File: config.mk
export PLATFORM = sky130hd
export DESIGN_NAME = imm_gen_pipe
export DESIGN_NICKNAME = d
export VERILOG_FILES = /design/src/rtl/imm_gen_pipe.sv
export SDC_FILE = /design/constraint.sdc
export NUM_CORES = 1
export LEC_CHECK = 0
export CORE_UTILIZATION = 29
export DETAILED_ROUTE_END_ITERATION = 16
export RECOVER_POWER = 50
export REMOVE_ABC_BUFFERS = 1
export SLEW_MARGIN = 20
export SYNTH_ARGS = -nofsm -noshare
export SYNTH_HDL_FRONTEND = slang
export SYNTH_SLANG_ARGS = --single-unit
File: constraint.sdc
create_clock -name clk -period 2.5 [get_ports clk]
set_input_delay 0.625 -clock clk [delete_from_list [all_inputs] [get_ports clk]]
set_output_delay 0.625 -clock clk [all_outputs]
set_load 0.005 [all_outputs]
File: src/rtl/imm_gen_pipe.sv
// Pipelined RISC-V immediate generator with a 2-entry skid buffer on the output.
// Optional macro IMM_GEN_ILLEGAL_CHECK_EN adds the out_err flag and its storage.
//   state | meaning
//   EMPTY | nothing held, out_valid=0, in_ready=1
//   ONE   | OUT holds an entry, in_ready=1
//   FULL  | OUT and SKID hold entries, in_ready=0
module imm_gen_pipe #(
  parameter int XLEN  = 32,
  parameter int TAG_W = 5
) (
  input  logic             clk,
  input  logic             rst_n,
  input  logic             in_valid,
  output logic             in_ready,
  input  logic [31:0]      instr,
  input  logic [2:0]       imm_src,
  input  logic [TAG_W-1:0] in_tag,
  output logic             out_valid,
  input  logic             out_ready,
  output logic [XLEN-1:0]  imm_ext,
  output logic [TAG_W-1:0] out_tag,
  output logic             out_err
);

  typedef enum logic [1:0] {EMPTY, ONE, FULL} state_t;

  state_t            state, state_nxt;
  logic [31:0]       imm32;
  logic              illegal;
  logic [XLEN-1:0]   imm_new;
  logic              accept, drain;
  logic              load_out, load_skid, move_skid;
  logic [XLEN-1:0]   skid_imm;
  logic [TAG_W-1:0]  skid_tag;
  logic              unused_opcode;

  // Opcode bits never contribute to any immediate.
  assign unused_opcode = ^instr[6:0];

  always_comb begin
    imm32   = '0;
    illegal = 1'b0;
    case (imm_src)
      3'b000:  imm32 = {{20{instr[31]}}, instr[31:20]};
      3'b001:  imm32 = {{20{instr[31]}}, instr[31:25], instr[11:7]};
      3'b010:  imm32 = {{20{instr[31]}}, instr[7], instr[30:25], instr[11:8], 1'b0};
      3'b011:  imm32 = {instr[31:12], 12'b0};
      3'b100:  imm32 = {{12{instr[31]}}, instr[19:12], instr[20], instr[30:21], 1'b0};
      default: illegal = 1'b1;
    endcase
  end

  assign imm_new   = XLEN'($signed(imm32));
  assign out_valid = (state != EMPTY);
  assign accept    = in_valid && in_ready;
  assign drain     = out_valid && out_ready;

  always_ff @(posedge clk or negedge rst_n) begin
    if (!rst_n) state <= EMPTY;
    else        state <= state_nxt;
  end

  always_comb begin
    state_nxt = state;
    load_out  = 1'b0;
    load_skid = 1'b0;
    move_skid = 1'b0;
    case (state)
      EMPTY: begin
        if (accept) begin
          state_nxt = ONE;
          load_out  = 1'b1;
        end
      end
      ONE: begin
        if (accept && drain) begin
          load_out = 1'b1;
        end else if (accept) begin
          state_nxt = FULL;
          load_skid = 1'b1;
        end else if (drain) begin
          state_nxt = EMPTY;
        end
      end
      FULL: begin
        if (drain) begin
          state_nxt = ONE;
          move_skid = 1'b1;
        end
      end
      default: state_nxt = EMPTY;
    endcase
  end

  // in_ready looks only at the next state, so out_ready never reaches it combinationally.
  always_ff @(posedge clk or negedge rst_n) begin
    if (!rst_n) in_ready <= 1'b1;
    else        in_ready <= (state_nxt != FULL);
  end

  always_ff @(posedge clk or negedge rst_n) begin
    if (!rst_n) begin
      imm_ext  <= '0;
      out_tag  <= '0;
      skid_imm <= '0;
      skid_tag <= '0;
    end else begin
      if (load_out) begin
        imm_ext <= imm_new;
        out_tag <= in_tag;
      end else if (move_skid) begin
        imm_ext <= skid_imm;
        out_tag <= skid_tag;
      end
      if (load_skid) begin
        skid_imm <= imm_new;
        skid_tag <= in_tag;
      end
    end
  end

`ifdef IMM_GEN_ILLEGAL_CHECK_EN
  logic out_err_q, skid_err;

  always_ff @(posedge clk or negedge rst_n) begin
    if (!rst_n) begin
      out_err_q <= 1'b0;
      skid_err  <= 1'b0;
    end else begin
      if (load_out)       out_err_q <= illegal;
      else if (move_skid) out_err_q <= skid_err;
      if (load_skid)      skid_err  <= illegal;
    end
  end

  assign out_err = out_err_q;
`else
  logic unused_illegal;

  assign unused_illegal = illegal;
  assign out_err        = 1'b0;
`endif

endmodule
; ---- Word-level counts from Yosys, hierarchy flattened
; Cells that the tools add are included.
[totals]
input_bits = 44
output_inout_bits = 40
wordCells = 38
ff_bits = 77
ram_bits = 0
latchBits = 0
mem_count = 0
mem_bits_ro = 0
[op_classes]
n_lt_le_gt_ge = 0
n_mul = 0
bitwise_logic = 0
n_addsub = 0
n_mux = 18
div = 0
eq_ne = 7
shift = 0
n_reduce_logical = 7
[ops]
columns = op, n
row1 = 32-bit one-hot mux with 5 select lines, 1
row2 = 32-bit 2-to-1 mux, 2
row3 = 2-bit 2-to-1 mux, 5
row4 = 5-bit 2-to-1 mux, 2
row5 = 3-bit by 2-bit == test with 1-bit output (second input constant), 2
row6 = 1-bit 2-to-1 mux, 6
row7 = 2-bit one-hot mux with 3 select lines, 1
row8 = 2-bit nonzero test, 2
row9 = 3-bit by 1-bit == test with 1-bit output (second input constant), 1
row10 = 3-bit == test (second input constant), 1
row11 = 1-bit logical AND, 3
row12 = 3-bit zero test, 1
row13 = 2-bit by 1-bit == test with 1-bit output (second input constant), 1
row14 = 2-bit == test (second input constant), 1
row15 = 2-bit zero test, 1
row16 = 2-bit != test (second input constant), 1
row17 = 1-bit one-hot mux with 2 select lines, 1

; ---- Longest topological paths before layout
[depth]
depth_word = 7
ltp_mapped = 6
depth_no_buf = 4

; ---- Least setup slack after synthesis
; No wires, ideal clock.
[synth_path]
path_kind = in2reg
from = input port imm_src[2]
to = register imm_ext[12]
arrival_time_ns = 1.481
setup_time_ns = 0.079
slack_ns = 0.940
required_time_ns = 2.421
n_path_buf = 2
cell_stages = 5
cell_sequence = buf_6 -> or3b_1 -> buf_6 -> o311a_1 -> mux2i_1
[synth_via]
elab_chain_len = 3
word_cells_on_any_way = 7
cone_classes = 4 x eq/ne / 2 x mux / 1 x reduce/logical
[synth_rtl]
columns = item, line
row1 = from (decl), 16  ; input logic [2:0] imm_src,
row2 = "3-bit == test, or another cell as far along", 43  ; case (imm_src)
row3 = 32-bit one-hot mux with 5 select lines (*), 43
row4 = 32-bit 2-to-1 mux (*), 108  ; if (load_out) begin
row5 = to (signal assigned), 109  ; imm_ext <= imm_new;
row6 = to (signal assigned), 112  ; imm_ext <= skid_imm;
row7 = to (decl), 20  ; output logic [XLEN-1:0] imm_ext,
; Mark *: on every way between the ends. The rest lies on a longest branch, timed or not.
; A chain may end at the register's enable or synchronous reset.

; ---- Worst setup path in the final report
[layout_path]
from = input port imm_src[2]
to = register skid_imm[20]
[layout_via]
elab_chain_len = 2
word_cells_on_any_way = 6
cone_classes = 4 x eq/ne / 1 x mux / 1 x reduce/logical
[layout_rtl]
columns = item, line
row1 = "3-bit == test, or another cell as far along", 43
row2 = 32-bit one-hot mux with 5 select lines (*), 43
row3 = to (signal assigned), 116  ; skid_imm <= imm_new;
row4 = to (decl), 33  ; logic [XLEN-1:0] skid_imm;
; Marks and branches as above.

==> impl_metrics.py <==
metrics = {
    "floorplan": {
        "die-area_sq_um": 13420,
        "core_area_sq_um": 12620,
        "pin_count": 84,
        "initial_core_util_pct": 29.79,
        "die_w_um": 115.9,
        "die_y_um": 115.9,
        "row_count": 41,
    },
    "place": {
        "gp_congestion": 0.7990,
        "io_buffers": 75,
        "hpwl_mm": 6.509,
    },
    "pwr": {
        "power_switching_w": 0.001573,
        "p_leak_nw": 2.347,
        "cell_internal_pwr_w": 0.003524,
        "power_switching_share_pct": 30.86,
        "ir_worst_vdd_v": 0.0004126,
        "powerDensity_nw_per_um2": 1037,
        "clockPowerShare_pct": 22.6,
        "pwr-share-comb_pct": 35.1,
        "p_seq_share_pct": 42.3,
    },
    "critical_path": {
        "start_kind": "primary input",
        "path_cells": "dlygate4sd3_1, o21ai_4, and3_1, a21oi_1, a21oi_1",
        "crit_path_frequent_cell": "a21oi_1",
        "cp.arrival_ps": 2410,
        "crit_family": "buffers and inverters",
        "cp_num_buf_inv": 1,
        "worstPathRequired_ps": 2750,
        "critPathCaptureType": "flop",
        "path_class": "in -> reg",
        "crit_slowest_cell": "dlygate4sd3_1",
        "critical-path-max-stage-delay_ps": 710,
        "cp_max_fo": 11,
    },
    "clock_network": {
        "cts-hold-fix-buffers": 0,
        "cts_buffer_depth": 2,
        "cts_resized": 0,
        "cts_tree": "done",
        "clk_transition_reported_paths_ps": 50,
        "cts-root-buf": "clkbuf_16",
        "clk-insertion-delay-late_ps": 330,
        "cts-buffers-inserted": 9,
        "postCtsSetupRepairBufs": 0,
        "cts.sinks": 77,
        "htree_levels": 3,
    },
    "sta": {
        "fin_skew_ps": 2.910,
        "slew_headroom_pct": 28.08,
        "final_hold_viol_count": 0,
        "finalSetupTns_ps": 0,
        "whs_ps": 476.7,
        "max_freq_mhz": 462.8,
        "post-route-period-util_pct": 86.43,
        "setup-violations-final": 0,
        "rsz0062_at_grt": "no",
        "worst_slew_pin_slew_ps": 1079,
        "drv_slew": 0,
        "min_period_ps": 2161,
    },
    "layout": {
        "drive_gt1_share_pct": 12.59,
        "seqCellArea_sq_um": 1928,
        "diodes": 0,
        "nFillCells": 1301,
        "final_common_cell": "dfrtp_1",
        "most-common-layout-cells": "dfrtp_1 (76), clkdlybuf4s50_1 (72), nand2_1 (57), mux2i_1 (47), nand3_1 (14)",
        "multi_input_area_sq_um": 1602,
        "syn2layout_area_growth_pct": 30.68,
        "layout.nets": 476,
    },
    "yosys": {
        "synthAdderAreaFrac_pct": 0,
        "synth_cell_types": 43,
        "synthFlopType": "dfrtp_1",
        "netlist.area_leader.share_pct": 50.58,
        "synth_area_leaders": "dfrtp_1 (51%), mux2i_1 (13%), nand2_1 (5.8%), a21oi_2 (2.3%), nand3_1 (1.9%)",
        "synthCells": 356,
        "synthArstFlopShare_pct": 100.0,
        "synthSimpleGateAreaFrac_pct": 13.14,
        "synth.area.mux_share_pct": 12.51,
        "synth_compound_area_share_pct": 16.81,
        "yosysWarnings": 0,
        "synth-seq-cells": 77,
        "synth_top_family_by_area": "compound AO/OA/AOI/OAI gates",
        "syn_area_sq_um": 3760,
        "yosysSeqAreaShare_pct": 51.28,
        "postSynthAreaPerCell_sq_um": 10.56,
        "yosys.area.top_type": "dfrtp_1",
        "synth_edf_count": 0,
        "synth_xor_area_share_pct": 0.2329,
    },
    "route": {
        "firstDrtPassIters": 6,
        "drc_errors": 0,
        "via_count": 2918,
        "wl_mm": 9.168,
        "drt_iter0_markers": 127,
        "wl_per_cell_um": 15.05,
        "drt-vias-per-instance": 4.791,
        "antenna_left": 0,
    },
    "grt": {
        "antenna_found_initial": 0,
        "grt_pass1_vias": 2957,
        "grt_max_degree": 44,
        "grt-ovfl-total": 0,
        "track_usage_pct": 14.69,
        "grt_pass1_wl_mm": 14.95,
    },
    "status": {
        "run_status": "finished, final reports clean",
    },
    "hold_path": {
        "min_path_type": "reg -> reg",
    },
    "flow_run": {
        "drv_cap": 0,
    },
}
## power by group through the flow
stage | sequential (W) | clock (W) | combinational [W]
2_1_floorplan | 0.00212 | 0 | 0.000874
3_3_place_gp | 0.00216 | 0 | 0.00180
3_5_place_dp | 0.00218 | 0 | 0.00184
4_1_cts | 0.00217 | 0.00119 | 0.00185
5_1_grt | 0.00223 | 0.00125 | 0.00200
6_report | 0.00216 | 0.00115 | 0.00179
## sequential cells by signal, summed over array words and instances (netlist names)
name      cells
imm_ext      32
state         2
in_ready      1
skid_tag      5
out_tag       5
skid_imm     32
## stage by stage
stage,utilization [%],power (W),worst slack [ps],cells,cell area [sq um]
floorplan,-,0.002999,29.17,330,3590
global placement,37.27,0.003961,76.59,593,4703
detailed placement,37.27,0.004028,11.85,593,4703
CTS,39.33,0.005211,366.2,609,4964
global route,38.94,0.005487,158.6,609,4913
finish,38.94,0.005097,339.3,609,4913
## final timing paths
path                            slack [ps]            to  cells past startpoint        start
worst max register to register         770   imm_ext[13]                      5     state[1]
worst min-delay path                   480   skid_tag[1]                      2  skid_tag[1]
worst max-delay path                   340  skid_imm[20]                      5   imm_src[2]
min in group asynchronous              490    out_tag[0]                      1        rst_n
max in group asynchronous              520  skid_imm[13]                      2        rst_n
worst min register to register         480   skid_tag[1]                      2  skid_tag[1]
## routing by layer
| layer | vias to the layer above | track usage (%) | routed length (um) |
|---|---|---|---|
| met4 | 0 | 4.444 | 94 |
| li1 | 1399 | - | - |
| met5 | - | 0 | 0 |
| met1 | 1439 | 19.89 | 4448 |
| met3 | 9 | 4.027 | 466 |
| met2 | 71 | 22.86 | 4159 |
## cell usage after synthesis (all sizes together) (2+ instances only)
cell     n
dfrtp   76
and3     2
buf     23
inv     14
nor2b    4
o311a    8
o221a    6
mux2i   47
a22oi    6
a31oi    9
o21ai   24
nor2    13
o31a     4
clkbuf   3
nand2   59
nand2b   3
or2      2
a21oi   23
o211ai   6
nand3   14
## area by class of cell
| class | count | area share [%] |
|---|---|---|
| Timing Repair Buffer | 91 | 17.42 |
| Multi-Input combinational cell | 239 | 32.59 |
| Inverter | 14 | 1.070 |
| Clock buffer | 11 | 4.736 |
| Tap cell | 172 | 4.380 |
| Clock inverter | 5 | 0.5602 |
| Sequential cell | 77 | 39.24 |
## tightest hold or removal path, cell delays in order, from the launching register on
cell	delay (ps)
dfrtp_1	340
nand2_1	50
nand2_1	60
## cell families (layout without fill, tap and decap cells)
kind of cell | after synthesis | count (layout)
simple gates | 104 | 104
compound gates | 86 | 86
flops | 77 | 77
mux | 47 | 47
buf+inv | 40 | 121
other cells | 1 | 1
xor+xnor | 1 | 1
No activity file was read; power rests on OpenSTA's default activity.
